### src/rtl/store_sequencer.sv
`timescale 1ns/1ps
// -----------------------------------------------------------------------------
// store_sequencer
//
// Queues store requests from the core's store path and issues them as
// word-aligned, lane-positioned write beats on the data-memory write port over
// a valid/ready handshake. sw/sb/sh are widened into data, byte strobes and a
// word address; a store whose bytes run past the end of its word is a
// boundary-crossing store.
//
// Build option (macro STORE_SPLIT_EN):
//   defined   - boundary-crossing stores issue two beats (beat0 then beat1).
//   undefined - boundary-crossing stores are dropped and misalign_err pulses.
//
// Ports:
//   clk, rst_n      clock, asynchronous active-low reset
//   req_valid/ready store request handshake (ready = queue not full)
//   req_addr        byte address of the store
//   req_data        store data (source register value)
//   req_sel         00 sw, 01 sb, 10 sh, 11 treated as sw
//   mem_valid/ready write beat handshake
//   mem_addr        word-aligned beat address
//   mem_wdata       lane-positioned write data
//   mem_wstrb       byte enables
//   busy            queue non-empty or beat in flight
//   misalign_err    one-cycle pulse when a boundary-crossing store is dropped
// -----------------------------------------------------------------------------
module store_sequencer #(
  parameter int DEPTH = 4
) (
  input  logic        clk,
  input  logic        rst_n,
  input  logic        req_valid,
  output logic        req_ready,
  input  logic [31:0] req_addr,
  input  logic [31:0] req_data,
  input  logic [1:0]  req_sel,
  output logic        mem_valid,
  input  logic        mem_ready,
  output logic [31:0] mem_addr,
  output logic [31:0] mem_wdata,
  output logic [3:0]  mem_wstrb,
  output logic        busy,
  output logic        misalign_err
);

  localparam int AW = $clog2(DEPTH);
  localparam logic [AW:0]   CNT_FULL = (AW+1)'(DEPTH);
  localparam logic [AW:0]   CNT_ONE  = (AW+1)'(1);
  localparam logic [AW-1:0] PTR_ONE  = AW'(1);

  typedef struct packed {
    logic [31:0] addr;
    logic [31:0] data;
    logic [1:0]  sel;
  } entry_t;

  typedef enum logic [1:0] {
    IDLE  = 2'd0,
    BEAT0 = 2'd1
`ifdef STORE_SPLIT_EN
    , BEAT1 = 2'd2
`endif
  } state_t;

  state_t state, state_next;

  entry_t          fifo_mem [DEPTH];
  logic [AW-1:0]   wr_ptr, rd_ptr;
  logic [AW:0]     count;
  logic            ready_en;
  logic            full, empty, push, pop;
  entry_t          head;

  logic [31:0]     ext;
  logic [3:0]      mask;
  logic [1:0]      off;
  logic [7:0]      m8;
  logic            crossing;
  logic [31:0]     beat0_wdata;

  assign full      = (count == CNT_FULL);
  assign empty     = (count == '0);
  // ready_en holds req_ready low through reset and rises on the first edge after.
  assign req_ready = ready_en && !full;
  assign push      = req_valid && req_ready;
  assign pop       = (state == IDLE) && !empty;
  assign head      = fifo_mem[rd_ptr];
  assign mem_valid = (state != IDLE);
  assign busy      = !empty || (state != IDLE);

  // NOTE: storage has no reset; only pointers and count define which entries
  // are live, so clearing the array would cost logic and buy nothing.
  always_ff @(posedge clk) begin
    if (push) fifo_mem[wr_ptr] <= '{addr: req_addr, data: req_data, sel: req_sel};
  end

  // NOTE: sequential state uses non-blocking assignments so every flop samples
  // pre-edge values regardless of block ordering.
  always_ff @(posedge clk or negedge rst_n) begin
    if (!rst_n) begin
      ready_en <= 1'b0;
      wr_ptr   <= '0;
      rd_ptr   <= '0;
      count    <= '0;
    end else begin
      ready_en <= 1'b1;
      if (push) wr_ptr <= wr_ptr + PTR_ONE;
      if (pop)  rd_ptr <= rd_ptr + PTR_ONE;
      case ({push, pop})
        2'b10:   count <= count + CNT_ONE;
        2'b01:   count <= count - CNT_ONE;
        default: count <= count;
      endcase
    end
  end

  // Lane formation for the head entry.
  // NOTE: every always_comb output gets a default first so no path leaves it
  // unassigned and infers a latch.
  always_comb begin
    ext  = head.data;
    mask = 4'b1111;
    case (head.sel)
      2'b01: begin ext = {24'b0, head.data[7:0]};  mask = 4'b0001; end
      2'b10: begin ext = {16'b0, head.data[15:0]}; mask = 4'b0011; end
      default: ;
    endcase
    off         = head.addr[1:0];
    m8          = {4'b0000, mask} << off;
    crossing    = |m8[7:4];
    beat0_wdata = ext << {off, 3'b000};
  end

`ifdef STORE_SPLIT_EN
  logic [31:0] beat1_wdata;
  logic [31:0] b1_wdata;
  logic [3:0]  b1_wstrb;
  logic        split_pend;

  // Upper lanes that spilled past the word; off=0 never crosses, so the
  // shift-by-32 case is never used.
  assign beat1_wdata  = ext >> {3'd4 - {1'b0, off}, 3'b000};
  assign misalign_err = 1'b0;
`else
  logic err_q;
  assign misalign_err = err_q;
`endif

  always_ff @(posedge clk or negedge rst_n) begin
    if (!rst_n) state <= IDLE;
    else        state <= state_next;
  end

  always_comb begin
    state_next = state;
    case (state)
      IDLE: begin
`ifdef STORE_SPLIT_EN
        if (!empty) state_next = BEAT0;
`else
        // A dropped crossing store is popped but issues no beat.
        if (!empty && !crossing) state_next = BEAT0;
`endif
      end
      BEAT0: begin
`ifdef STORE_SPLIT_EN
        if (mem_ready) state_next = split_pend ? BEAT1 : IDLE;
`else
        if (mem_ready) state_next = IDLE;
`endif
      end
`ifdef STORE_SPLIT_EN
      BEAT1: if (mem_ready) state_next = IDLE;
`endif
      default: state_next = IDLE;
    endcase
  end

  // Beat registers: loaded at pop, held while stalled, swapped to beat1 fields
  // when beat0 is accepted on a split store.
  always_ff @(posedge clk or negedge rst_n) begin
    if (!rst_n) begin
      mem_addr   <= '0;
      mem_wdata  <= '0;
      mem_wstrb  <= '0;
`ifdef STORE_SPLIT_EN
      b1_wdata   <= '0;
      b1_wstrb   <= '0;
      split_pend <= 1'b0;
`else
      err_q      <= 1'b0;
`endif
    end else begin
      if (pop) begin
        mem_addr  <= {head.addr[31:2], 2'b00};
        mem_wdata <= beat0_wdata;
        mem_wstrb <= m8[3:0];
      end
`ifdef STORE_SPLIT_EN
      if (pop) begin
        b1_wdata   <= beat1_wdata;
        b1_wstrb   <= m8[7:4];
        split_pend <= crossing;
      end
      if ((state == BEAT0) && mem_ready && split_pend) begin
        mem_addr  <= mem_addr + 32'd4;
        mem_wdata <= b1_wdata;
        mem_wstrb <= b1_wstrb;
      end
`else
      err_q <= pop && crossing;
`endif
    end
  end

endmodule

### config.mk
export PLATFORM = sky130hd
export DESIGN_NAME = store_sequencer
export DESIGN_NICKNAME = d
export VERILOG_FILES = /design/src/rtl/store_sequencer.sv
export SDC_FILE = /design/constraint.sdc
export NUM_CORES = 1
export LEC_CHECK = 0
export ABC_CLOCK_PERIOD_IN_PS = 2980
export CAP_MARGIN = 20
export CORE_UTILIZATION = 35
export CTS_BUF_LIST = sky130_fd_sc_hd__clkbuf_4 sky130_fd_sc_hd__clkbuf_8
export CTS_CLUSTER_DIAMETER = 150
export DETAILED_ROUTE_END_ITERATION = 6
export PLACE_DENSITY = 0.66
export SLEW_MARGIN = 25
export SYNTH_ARGS = -nofsm -noshare
export SYNTH_HDL_FRONTEND = slang
export SYNTH_SLANG_ARGS = --single-unit
### constraint.sdc
create_clock -name clk -period 2.98 [get_ports clk]
set_input_delay 0.745 -clock clk [delete_from_list [all_inputs] [get_ports clk]]
set_output_delay 0.745 -clock clk [all_outputs]
set_load 0.1 [all_outputs]
# Word-level counts from Yosys, hierarchy flattened
# Memories as Yosys holds them, arrays and structs flattened.
# Cells that the tools add are included.
[op_classes]
add_sub_neg = 4
n_eq_ne = 8
n_shift = 2
muxes = 8
n_reduce_logical = 15
[ops]
columns = ["operator", "n"]
rows = [
  ["one-hot mux 32 bit (2 select lines)", 1],
  ["<< shifter 32 x 5 -> 32 bit", 1],
  ["one-hot mux 4 bit (2 select lines)", 1],
  ["<< shifter 4 x 2 -> 8 bit", 1],
  ["== test 2 x 1 -> 1 bit (second input constant)", 3],
  ["one-hot mux 3 bit (2 select lines)", 1],
  ["logical AND 1 bit", 5],
  ["adder 2 x 1 -> 2 bit (second input constant)", 2],
  ["== test 2 bit (second input constant)", 2],
  ["two-way mux 2 bit", 2],
  ["one-hot mux 2 bit (2 select lines)", 1],
  ["nonzero test 2 bit", 2],
  ["OR reduction 4 bit", 1],
  ["adder 3 x 1 -> 3 bit (second input constant)", 1],
  ["== test 3 bit (second input constant)", 1],
  ["zero test 1 bit", 3],
  ["zero test 3 bit", 1],
  ["subtractor 3 x 1 -> 3 bit (second input constant)", 1],
  ["zero test 2 bit", 1],
  ["two-way mux 1 bit", 2],
  ["!= test 2 x 1 -> 1 bit (second input constant)", 1],
  ["!= test 2 bit (second input constant)", 1],
  ["AND reduction 2 bit", 1],
  ["logical OR 1 bit", 1],
]
[totals]
regBits = 77
ramBits = 264
in_bits = 70
wordCells = 47
memories = 1
[mem_list]
columns = ["memory", "words", "width", "read_ports", "rd_clocked_by_memory_dff", "write_ports", "line_no", "text"]
rows = [
  ["fifo_mem", 4, 66, 1, 0, 1, "68", "entry_t fifo_mem [DEPTH];"],
]

# Logic depth before layout (Yosys ltp)
# An unclocked memory read counts as a cell.
[depth]
depth_word = 9
mapped_depth = 13

# Least setup slack after synthesis
# No wires, ideal clock.
[synth_timing]
kind = "flip-flop to flip-flop"
start = "register count[0]"
end = "memory fifo_mem[0][0] (netlist name) (enable)"
setup_ps = 432
arrival_time_ps = 4039
required_ps = 2548
slack_ps = -1491
path_stages_with_launch = 4
path_buffers = 0
period_less_slack_ps = 4471
path_cell_list = "dfrtp_1 > inv_1 > a31oi_1 > and3_1"
[synth_between]
elab_chain_cells = 6
[synth_rtl]
columns = ["element", "line_no", "text"]
rows = [
  ["start: declaration", "70", "logic [AW:0] count;"],
  ["start signal: assignment", "111", "2'b10: count <= count + CNT_ONE;"],
  ["start signal: assignment", "112", "2'b01: count <= count - CNT_ONE;"],
  ["start signal: assignment", "113", "default: count <= count;"],
  ["== test 3 bit", "82", "assign full = (count == CNT_FULL);"],
  ["zero test 1 bit", "85", "assign req_ready = ready_en && !full;"],
  ["logical AND 1 bit", "85", ""],
  ["named net req_ready", "34", "output logic req_ready,"],
  ["logical AND 1 bit", "86", "assign push = req_valid && req_ready;"],
  ["two-way mux 1 bit", "95", "if (push) fifo_mem[wr_ptr] <= '{addr: req_addr, data: req_data, sel: req_sel};"],
  ["two-way mux 1 bit (not written as such)", "95", ""],
  ["end: declaration", "68", ""],
]
# The timed path passes the listed nets, and every way through them passes these cells.

# Final worst setup path
[layout_timing]
start = "register rd_ptr[0]"
end = "register mem_wdata[26]"
[layout_between]
elab_chain_cells = 4
word_cells_on_any_way = 5
classes_between = "eq/ne (2); shift (1); mux (1); memory (1)"
[layout_rtl]
columns = ["element", "line_no", "text"]
rows = [
  ["start: declaration", "69", "logic [AW-1:0] wr_ptr, rd_ptr;"],
  ["start signal: assignment", "109", "if (pop) rd_ptr <= rd_ptr + PTR_ONE;"],
  ["memory read (4 x 66 bit) (*)", "n/a", ""],
  ["== test 2 bit / == test 2 x 1 -> 1 bit (equally long branches)", "124", "case (head.sel)"],
  ["one-hot mux 32 bit (2 select lines)", "124", ""],
  ["<< shifter 32 x 5 -> 32 bit (*)", "132", "beat0_wdata = ext << {off, 3'b000};"],
  ["end signal: assignment", "197", "mem_wdata <= beat0_wdata;"],
  ["end: declaration", "41", "output logic [31:0] mem_wdata,"],
]
# Mark *: on every way between the ends. The rest lies on a longest branch, timed or not.
# A chain may end at the register's enable or synchronous reset.

==> reports/qor.csv <==
metric,value,unit
hold crit path type,input pin to asynchronous set/reset pin,
DR iter-0 viols,403,
final instance area,16350,µm²
Reg2Reg Setup Slack,0.25,ns
clock buffer depth,3,
Avg Vias per Cell,4.806,
pin count of the biggest net entering global routing,68,
total grt overflow,0,
site row count,70,
setup repair bufs after CTS,0,
H-tree depth,2,
"EDFF count, synth",264,
"Seq/Total Area, Yosys",74.23,%
status,"finished, final reports clean",
average wire per standard cell,20.35,µm
port buffer count,139,
antenna-violating nets left,0,
Synth Cell Area,13240,µm²
cts hold-fix bufs,0,
worst setup path class,flop to flop,
worst r2r src,rd_ptr[0],
startpoint types,flop,
Worst Tran Pin Value,0.8557,ns
Async SR Flop Fraction,22.35,%
WHS,0.1798,ns
Layout area overhead,23.48,%
first-pass GRT wire length,44970,µm
worst skew pair latency,0.57,ns
cell taking the most area after synthesis,edfxtp_1,
DRC Markers,0,
initial antenna violation count,4,
Yosys Warn Count,0,
post-synth cell types,48,
Nets,970,
DP Area,15150,µm²
IO Pins,142,
share of cells above drive strength 1,28.04,%
Worst slew margin,42.95,%
dpl hpwl,18310,µm
Final WS setup,0.2524,ns
DR pass1 iterations,5,
critical path peak fanout,8,
Setup Skew,0.02693,ns
Final min period,2.728,ns
setup TNS,0,ns
# clock sinks,340,
"worst slack, placed",0.2433,ns
CTS tree,built,
Final Cycle Share,91.53,%
routability cong.,0.7770,
Gate Count Post-Synth,714,
Worst Reg-to-Reg Cells,6,
Initial Util,35.83,%
RR Endpoint,mem_wdata[26],
width of the chip,196.5,µm
Slew Limit Fails,0,
top post-synthesis cells by area,"edfxtp_1 60%, dfrtp_1 14%, mux4_2 8.3%",
Die Y-Extent,196.5,µm
Multi-input gate area,3177,µm²
register bit total from synthesis,340,
fill cell count,3258,
CP endpoint kind,flop,
syn avg cell area,18.55,µm²
Max Cap Viol,0,
full die area,38610,µm²
Final setup viols,0,
vias after detailed routing,6935,
ys flop type,edfxtp_1,
most frequent cells in the layout,"264 x edfxtp_1, 99 x nand2_1, 85 x buf_4",
Seq. cell area,9837,µm²
Worst EP arrival,3.23,ns
final hold vios,0,
unrepaired setup endpoints after global routing,no,
core area,36960,µm²
top cell type's share of synthesized area,59.87,%
CTS resizes,0,
Worst-path clk slew,0.07,ns
clock buffer count from CTS,54,
"commonest non-fill, non-tap cell in the layout",edfxtp_1,
vias in the first global route,7395,
root buffer cell,clkbuf_8,
Routed WL,29370,µm
GRT Overall Usage,15.55,%
Fmax,0.3666,GHz
Worst EP required,3.49,ns
## through the flow
step / instances / utilization, %
after global routing: 1442 / 44.23
after floorplan: 715 / -
after global placement: 1340 / 40.99
after CTS: 1442 / 44.23
after detailed placement: 1340 / 40.99
final: 1443 / 44.24
## cells in the mapped netlist, types with 2 or more instances
cell type and number:
edfxtp_1 264, nand2_1 99, dfrtp_1 76, mux4_2 49, mux2i_1 25, nor2_1 20, a22o_1 18, clkbuf_1 13
mux4_1 13, inv_1 11, buf_2 10, a21oi_1 8, a221o_1 8, and3_1 8, ha_1 7, buf_4 6
nand2b_1 6, buf_1 5, mux2_2 5, o21ai_0 5, a211oi_1 4, a211oi_2 4, mux2_4 4, o22a_1 4
o22ai_1 4, xnor2_1 4, a22oi_1 3, buf_6 3, o21ai_1 3, and2_1 2, buf_12 2, conb_1 2
nor2b_1 2, or2_1 2, xor2_1 2
## flip-flops by register name, summed over array words and instances (netlist names)
name,flops
fifo_mem,264
mem_wdata,32
mem_wstrb,4
wr_ptr,2
mem_addr,30
rd_ptr,2
state,1
count,3
misalign_err,1
ready_en,1
## critical path: stages, from the launching register on
cell	delay (ns)
dfrtp_4	0.46
mux4_2	0.52
ha_1	0.50
inv_1	0.14
or4_1	0.74
nor2_1	0.19
a221o_1	0.13
## cells by family (layout without fill, tap and decap cells)
logic type,after synthesis,after routing,share of synthesized area (%)
xor gates and xnor gates,6,6,0.3969
muxes,96,96,13.68
AOI/OAI and AO/OA,67,67,4.073
buffers and inverters,51,274,2.126
DFF,340,340,74.23
adders and majority gates,8,8,0.8126
other,2,4,0.05672
and+or+nand+nor,144,144,4.621
## metal layers
layer	global-route usage, %	part of all wire, %
met1	20.03	43
met3	4.774	6.9
met5	0	0.12
met4	4.398	1.6
met2	25.39	48
## cell type report
class	instances	share of cell area [%]
sequential	340	60.16
multi-input combinational	324	19.43
clock buffer	88	6.451
clock inverter	14	0.8877
tap	504	3.857
timing repair buffer	160	8.923
antenna	1	0.01530
inverter	12	0.2755
## worst max path at each step
stage | slack, ns | from | endpoint | cells past startpoint
2_1_floorplan | 0.007 | rd_ptr[0] | mem_wdata[31] | 12
3_3_place_gp | 0.33 | rd_ptr[0] | mem_wdata[25] | 6
3_5_place_dp | 0.24 | rd_ptr[0] | mem_wdata[26] | 6
4_1_cts | 0.24 | rd_ptr[0] | mem_wdata[26] | 6
5_1_grt | 0.08 | rd_ptr[0] | mem_wdata[24] | 6
6_report | 0.25 | rd_ptr[0] | mem_wdata[26] | 6
Power is not shown: default switching activity piles up to over one toggle a cycle in this logic, so the estimate is an artifact.
